File: config.mk
export PLATFORM = sky130hd
export DESIGN_NAME = fetch_boot_ctrl
export DESIGN_NICKNAME = d
export VERILOG_FILES = /design/src/rtl/fetch_boot_ctrl.sv
export SDC_FILE = /design/constraint.sdc
export NUM_CORES = 1
export LEC_CHECK = 0
export ABC_AREA = 1
export CAP_MARGIN = 20
export CELL_PAD_IN_SITES_DETAIL_PLACEMENT = 1
export CELL_PAD_IN_SITES_GLOBAL_PLACEMENT = 2
export CORE_MARGIN = 5
export CORE_UTILIZATION = 23
export CTS_CLUSTER_DIAMETER = 100
export DETAILED_ROUTE_END_ITERATION = 8
export PLACE_DENSITY_LB_ADDON = 0.1
export SLEW_MARGIN = 20
export SYNTH_ARGS = -nofsm -noshare
export SYNTH_HDL_FRONTEND = slang
export SYNTH_SLANG_ARGS = --single-unit
File: constraint.sdc
create_clock -name CLK -period 3.9 [get_ports CLK]
set_clock_uncertainty 0.15 [all_clocks]
set_input_delay 1.17 -clock CLK [delete_from_list [all_inputs] [get_ports CLK]]
set_output_delay 1.17 -clock CLK [all_outputs]
set_load 0.01 [all_outputs]
File: src/rtl/fetch_boot_ctrl.sv
// Boot sequencer for the IF stage: packs a loader byte stream into IM words,
// then runs the CPU, selects newPC, and stops when the halt instruction is fetched.
module fetch_boot_ctrl #(
  parameter int unsigned ADDR_W    = 8,
  parameter int unsigned DEPTH     = 256,
  parameter logic [31:0] RESET_VEC = 32'h0000_0000,
  parameter logic [31:0] HALT_INS  = 32'hFFFF_FFFF
) (
  input  logic              CLK,
  input  logic              RST,
  input  logic              start,
  input  logic              ld_valid,
  output logic              ld_ready,
  input  logic [7:0]        ld_byte,
  input  logic              ld_last,
  output logic              im_we,
  output logic [ADDR_W-1:0] im_waddr,
  output logic [31:0]       im_wdata,
  input  logic [31:0]       PC,
  input  logic [31:0]       nextPC,
  input  logic [31:0]       Ins,
  input  logic              stall,
  input  logic              br_taken,
  input  logic [31:0]       br_target,
  input  logic              jmp,
  input  logic [31:0]       jmp_target,
  output logic [31:0]       newPC,
  output logic              cpu_en,
  output logic [1:0]        state,
  output logic [ADDR_W:0]   word_count,
  output logic              err
);

  typedef enum logic [1:0] {
    S_IDLE = 2'd0,
    S_LOAD = 2'd1,
    S_RUN  = 2'd2,
    S_HALT = 2'd3
  } state_t;

  localparam logic [ADDR_W+1:0] DEPTH_W = (ADDR_W+2)'(DEPTH);

  state_t              state_q, state_d;
  logic [1:0]          lane_q, lane_d;
  logic [31:0]         partial_q, partial_d;
  logic                done_q, done_d;
  logic                im_we_q, im_we_d;
  logic [ADDR_W-1:0]   im_waddr_q, im_waddr_d;
  logic [31:0]         im_wdata_q, im_wdata_d;
  logic [ADDR_W:0]     word_count_q, word_count_d;
  logic                err_q, err_d;
  logic                cpu_en_q, cpu_en_d;

  logic                accept;
  logic                word_done;
  logic                overflow;
  logic [31:0]         merged;
  logic [ADDR_W+1:0]   words_committed;

  // Big-endian lane placement: lane 0 lands in [31:24].
  function automatic logic [31:0] insert_byte(input logic [31:0] base,
                                              input logic [1:0]  lane,
                                              input logic [7:0]  b);
    logic [31:0] w;
    w = base;
    case (lane)
      2'd0:    w[31:24] = b;
      2'd1:    w[23:16] = b;
      2'd2:    w[15:8]  = b;
      default: w[7:0]   = b;
    endcase
    return w;
  endfunction

  assign ld_ready  = (state_q == S_LOAD) && !done_q;
  assign accept    = ld_valid && ld_ready;
  assign word_done = (lane_q == 2'd3) || ld_last;
  assign merged    = insert_byte((lane_q == 2'd0) ? 32'h0 : partial_q, lane_q, ld_byte);

  // A write in flight this cycle is not yet reflected in word_count_q.
  assign words_committed = {1'b0, word_count_q} + (ADDR_W+2)'(im_we_q);
  assign overflow        = (words_committed == DEPTH_W);

  always_comb begin
    state_d      = state_q;
    lane_d       = lane_q;
    partial_d    = partial_q;
    done_d       = done_q;
    im_we_d      = 1'b0;
    im_waddr_d   = im_waddr_q + ADDR_W'(im_we_q);
    im_wdata_d   = im_wdata_q;
    word_count_d = word_count_q + (ADDR_W+1)'(im_we_q);
    err_d        = err_q;

    case (state_q)
      S_IDLE, S_HALT: begin
        if (start) begin
          state_d      = S_LOAD;
          word_count_d = '0;
          im_waddr_d   = '0;
          lane_d       = 2'd0;
          done_d       = 1'b0;
          err_d        = 1'b0;
        end
      end
      S_LOAD: begin
        if (done_q) begin
          state_d = S_RUN;
        end else if (accept) begin
          partial_d = merged;
          lane_d    = lane_q + 2'd1;
          if (word_done) begin
            lane_d = 2'd0;
            if (overflow) begin
              err_d   = 1'b1;
              state_d = S_IDLE;
            end else begin
              im_we_d    = 1'b1;
              im_wdata_d = merged;
              done_d     = ld_last;
            end
          end
        end
      end
      S_RUN: begin
        if ((Ins == HALT_INS) && !stall) begin
          state_d = S_HALT;
        end
      end
    endcase

    cpu_en_d = (state_d == S_RUN);
  end

  always_ff @(posedge CLK) begin
    if (RST) begin
      state_q      <= S_IDLE;
      lane_q       <= 2'd0;
      done_q       <= 1'b0;
      im_we_q      <= 1'b0;
      im_waddr_q   <= '0;
      im_wdata_q   <= '0;
      word_count_q <= '0;
      err_q        <= 1'b0;
      cpu_en_q     <= 1'b0;
    end else begin
      state_q      <= state_d;
      lane_q       <= lane_d;
      done_q       <= done_d;
      im_we_q      <= im_we_d;
      im_waddr_q   <= im_waddr_d;
      im_wdata_q   <= im_wdata_d;
      word_count_q <= word_count_d;
      err_q        <= err_d;
      cpu_en_q     <= cpu_en_d;
    end
  end

  // Partial-word bytes are masked by the lane counter, so no reset needed.
  always_ff @(posedge CLK) begin
    partial_q <= partial_d;
  end

  always_comb begin
    newPC = RESET_VEC;
    if (state_q == S_RUN) begin
      if (stall)         newPC = PC;
      else if (jmp)      newPC = jmp_target;
      else if (br_taken) newPC = br_target;
      else               newPC = nextPC;
    end
  end

  assign im_we      = im_we_q;
  assign im_waddr   = im_waddr_q;
  assign im_wdata   = im_wdata_q;
  assign word_count = word_count_q;
  assign err        = err_q;
  assign cpu_en     = cpu_en_q;
  assign state      = state_q;

endmodule

# Word level (Yosys, flattened, before mapping)
# Cells that the tools add are included.
# classes
addsub	4
multipliers	0
div_mod_pow	0
magnitude_cmp	0
eq_ne	14
n_shift	0
muxes	37
bitwise	5
reduce_logical	17
# ops
op	count
32-bit 2-to-1 mux	5
8-bit 2-to-1 mux	6
32-bit == test (second input constant)	1
2-bit 2-to-1 mux	10
9-bit 2-to-1 mux	2
9-bit by 1-bit adder with 10-bit output	1
10-bit by 9-bit == test with 1-bit output (second input constant)	1
2-bit == test (second input constant)	5
1-bit 2-to-1 mux	10
2-bit inequality test (second input constant)	5
9-bit by 1-bit adder with 9-bit output	1
8-bit by 1-bit adder with 8-bit output	1
2-bit one-hot mux with 3 select lines	1
6-bit AND reduction	1
1-bit inverter	5
5-bit AND reduction	1
5-bit OR reduction	1
2-bit by 1-bit == test with 1-bit output (second input constant)	2
2-bit zero test	2
1-bit one-hot mux with 2 select lines	2
2-bit one-hot mux with 2 select lines	1
4-bit AND reduction	1
1-bit logical AND	3
3-bit AND reduction	1
other kinds (7)	8
# word_totals
ff_bits	89
latch_bits	0
ramBits	0
mem_bits_ro	0
inputBits	176
out_inout_bits	87
word_cells	87
n_memories	0

# Depth between registers and ports, before layout
# depth
ltp_word	8
mapped_depth	16

# Least setup slack after synthesis
# No wires, ideal clock.
# synth_timing
path_kind	in2out
startpoint	input port br_taken
endpoint	output port newPC[10]
arrival_ns	2.114
required_ns	2.580
slack_ns	0.466
path_stages	5
path_buffers	2
cell_sequence	clkbuf_1 > buf_2 > mux2_2 > mux2i_1 > a21oi_1
# synth_between
elab_chain_cells	4
# synth_lines
element	line	text
start: declaration	23	input logic br_taken,
32-bit 2-to-1 mux	169	else if (br_taken) newPC = br_target;
32-bit 2-to-1 mux	168	else if (jmp) newPC = jmp_target;
32-bit 2-to-1 mux	167	if (stall) newPC = PC;
32-bit 2-to-1 mux	166	if (state_q == S_RUN) begin
end: declaration	27	output logic [31:0] newPC,
# Every way passes these cells.

# Final worst setup path
# layout_timing
startpoint	input port stall
endpoint	output port newPC[5]
# layout_between
elab_chain_cells	2
# layout_lines
element	line	text
start: declaration	22	input logic stall,
32-bit 2-to-1 mux	167	
32-bit 2-to-1 mux	166	
# Every way passes these cells.

==> summary.md <==
| Metric | Value |
|---|---|
| Final-layout fill cell count | `2535` |
| Max Slew Vio Count | `0` |
| Number of CTS-inserted buffers | `9` |
| Final HPWL DP | `17900 um` |
| Via count | `5305` |
| Max Cap Violations | `0` |
| CTS tree | `yes` |
| Kind of critical path | `primary input to primary output` |
| Largest net degree at the start of global routing | `35` |
| CP Launch Type | `primary input` |
| CTS Hold Buffers Added | `0` |
| Die H | `about 160 um` |
| Synth Flop Type | `dfxtp_1` |
| Row count | `53` |
| CP most frequent cell | `buf_4` |
| Fmax | `about 260 MHz` |
| Hold path endpoint | `err$_SDFFE_PP0P_` |
| Hold Crit Depth | `2` |
| Slew HR | `a little under three fifths` |
| CTS HTree Levels | `3` |
| Die W | `approximately 160 um` |
| Tot Pwr | `approximately 0.0024 W` |
| Worst-case vdd ir drop | `between 200 and 250 uV` |
| Count leader, synth | `o21ai_0` |
| Synth cell count leaders | `o21ai_0, nor2_1, dfxtp_1, nand2_1` |
| 1st-pass router iterations | `6` |
| Wirelength per Cell | `~20 um` |
| Final nets | `~1100` |
| Run status | `completed` |
| Die Area | `about 24000 um2` |
| Crit end category | `primary output` |
| Number of global-route vias before repair | `roughly 5600` |
| Worst setup path startpoint | `stall` |
| Final Critical Period | `about 3800 ps` |
| Global route total overflow | `0` |
| Antenna violations before repair | `3` |
| HP Start | `err$_SDFFE_PP0P_` |
| Area Overhead vs Synth | `65.0%` |
| Slowest stage delay, CP | `500 ps` |
| Synth area leader | `dfxtp_1` |
| I/O pin total | `approximately 260` |
| Register area share after synthesis | `between 40% and 50%` |
| Synthesized netlist cell count | `around 610` |
| Worst R2R End | `im_wdata[25]$_SDFFE_PP0P_` |
| Tcrit/Tclk final | `between 90% and 100%` |
| Slowest cell on crit path | `clkdlybuf4s50_1` |
| DRC | `0` |
| Port Buffers | `262` |
| R2R Path Start | `state[0]$_SDFF_PP0_` |
| Clock tree buffer depth | `2` |
| Vias per cell | `approximately 4.6` |
| Syn_area_per_cell | `roughly 8 um2` |
| Post-synth EDFFs | `32` |
| Yosys cell types | `32` |
| Crit-path cells | `clkdlybuf4s50_1 > inv_4 > buf_4 > buf_4 > o21ai_1 > a21oi_1 > dlygate4sd2_1` |
| Fraction of registers with async set/reset | `0%` |
| Worst EP arrival | `2530 ps` |
| Total track usage | `18.0%` |
| Clock Sink Count | `between 80 and 90` |
| DRT iter0 DRCs | `about 290` |
| Worst path required time | `2580 ps` |
| Post-Syn Nets | `between 700 and 800` |
| CTS root buffer | `clkbuf_16` |
| Place WS | `-470 ps` |
| Initial Utilization | `about a quarter` |
| Synth top area cells | `dfxtp_1, edfxtp_1, o21ai_0, mux2_2, nor2_1` |
| ANT nets after route | `0` |
| #FFs+latches synth | `slightly below 90` |
| Fin worst setup slack | `between 50 and 60 ps` |
| R2r setup slk | `between 1000 and 1500 ps` |
| Clk Latency, worst-skew pair | `approximately 350 ps` |
| Routed WL | `roughly 23000 um` |
| Largest fanout on the critical path | `10` |
| PwrDens | `around 300 nW/um2` |
| Synth Warn # | `0` |
| Reg2reg path depth | `9` |
| Top cell type's share of synthesized area | `between 20% and 30%` |
| Worst-Margin Slew | `between 600 and 700 ps` |
| Gpl congestion | `approximately 0.87` |
| Core Region | `around 21000 um2` |
| Post-layout util | `between 30 and 40%` |
| RSZ-0062 raised after global routing | `no` |
| Final setup fails | `0` |
| First-pass GRT wire length | `about 34000 um` |
| HP Class | `register to register` |
| Hold Fails Final Rpt | `0` |
| Post-Syn Area | `4930 um2` |
| Clock slew at reported path FFs | `60 ps` |
| Fraction of layout cells with a size suffix above 1 | `10.7%` |
| Pleak | `3.19 nW` |
worst max-delay path by stage:
| stage | cells after the start | to | slack (ps) |
|---|---|---|---|
| detailed placement | 6 | newPC[1] | -470 |
| CTS | 7 | newPC[5] | 2 |
| global placement | 6 | newPC[1] | -430 |
| global route | 7 | newPC[7] | 10 |
| finish | 7 | newPC[5] | 50 |
| floorplan | 5 | newPC[10] | 470 |
power by group:
part	internal [W]	switching [W]
registers	0.00103	0.0000209
clock network	0.000451	0.000372
logic	0.000307	0.000264
total	0.00178	0.000657
sequential cells by signal, summed over array words and instances, names as in the netlist:
name,cells
state,2
done_q,1
err,1
im_we,1
partial_q,32
word_count,9
cpu_en,1
im_wdata,32
im_waddr,8
lane_q,2
cells by family (layout without fill, tap and decap cells):
kind of cell / Yosys count / count (layout) / share of synthesized area [%]
xor gates and xnor gates: 1 / 1 / 0.178
other: 0 / 3 / 0
and+or+nand+nor: 207 / 207 / 18.2
adders and majority gates: 10 / 10 / 2.54
buffers and inverters: 83 / 345 / 7.06
DFF: 89 / 89 / 42.7
muxes: 64 / 64 / 13.8
AOI/OAI and AO/OA: 153 / 153 / 15.6
placed cells by master (no fill, tap or decap), types with 15 or more instances in the layout:
master	count
buf_2	15
nand2_1	53
mux2i_1	32
dlygate4sd2_1	15
inv_1	46
nor2_1	95
clkdlybuf4s50_1	228
edfxtp_1	32
dfxtp_1	57
a21oi_1	47
o21ai_0	92
nand3_1	38
mux2_2	32
repair_timing:
action,in CTS,in global routing
resized for setup,81,10
gates cloned,2,0
setup endpoints to repair,32,14
buffers inserted,2,1
pin swaps,0,0
cell type report:
type                            instances  area, um2  area share, %
Clock buffer                           10        239           2.94
Inverter                               48        183           2.25
Clock inverter                          6       42.5          0.523
Timing Repair Buffer                  281       2740           33.6
Antenna cell                            3       7.51         0.0923
Sequential cell                        89       2100           25.8
Multi-Input combinational cell        435       2480           30.5
Tap cell                              275        344           4.23
per-layer routing:
| layer | wire length (um) | vias to the layer above | track usage (%) |
|---|---|---|---|
| met5 | 0 | - | 0 |
| met4 | 366 | 0 | 4.63 |
| met3 | 1590 | 20 | 5.86 |
| met2 | 11300 | 154 | 31.8 |
| met1 | 9380 | 2535 | 21.0 |
| li1 | - | 2596 | - |
worst max-delay path: cells and delay by family:
family                 cells  cell delay [ps]
AOI/OAI and AO/OA          2              190
buffers and inverters      5             1160
metrics by stage:
| stage | area [um2] | hold slack [ps] | cells | TNS, ps |
|---|---|---|---|---|
| after detailed placement | 7880 | 311 | 1124 | -12600 |
| final | 8130 | 326 | 1147 | 0 |
| after floorplan | 4930 | 292 | 607 | 0 |
| after global routing | 8130 | 355 | 1147 | 0 |
| after CTS | 8160 | 330 | 1144 | 0 |
| after global placement | 7870 | 313 | 1123 | -11940 |
Power figures use the tool's default switching activity.
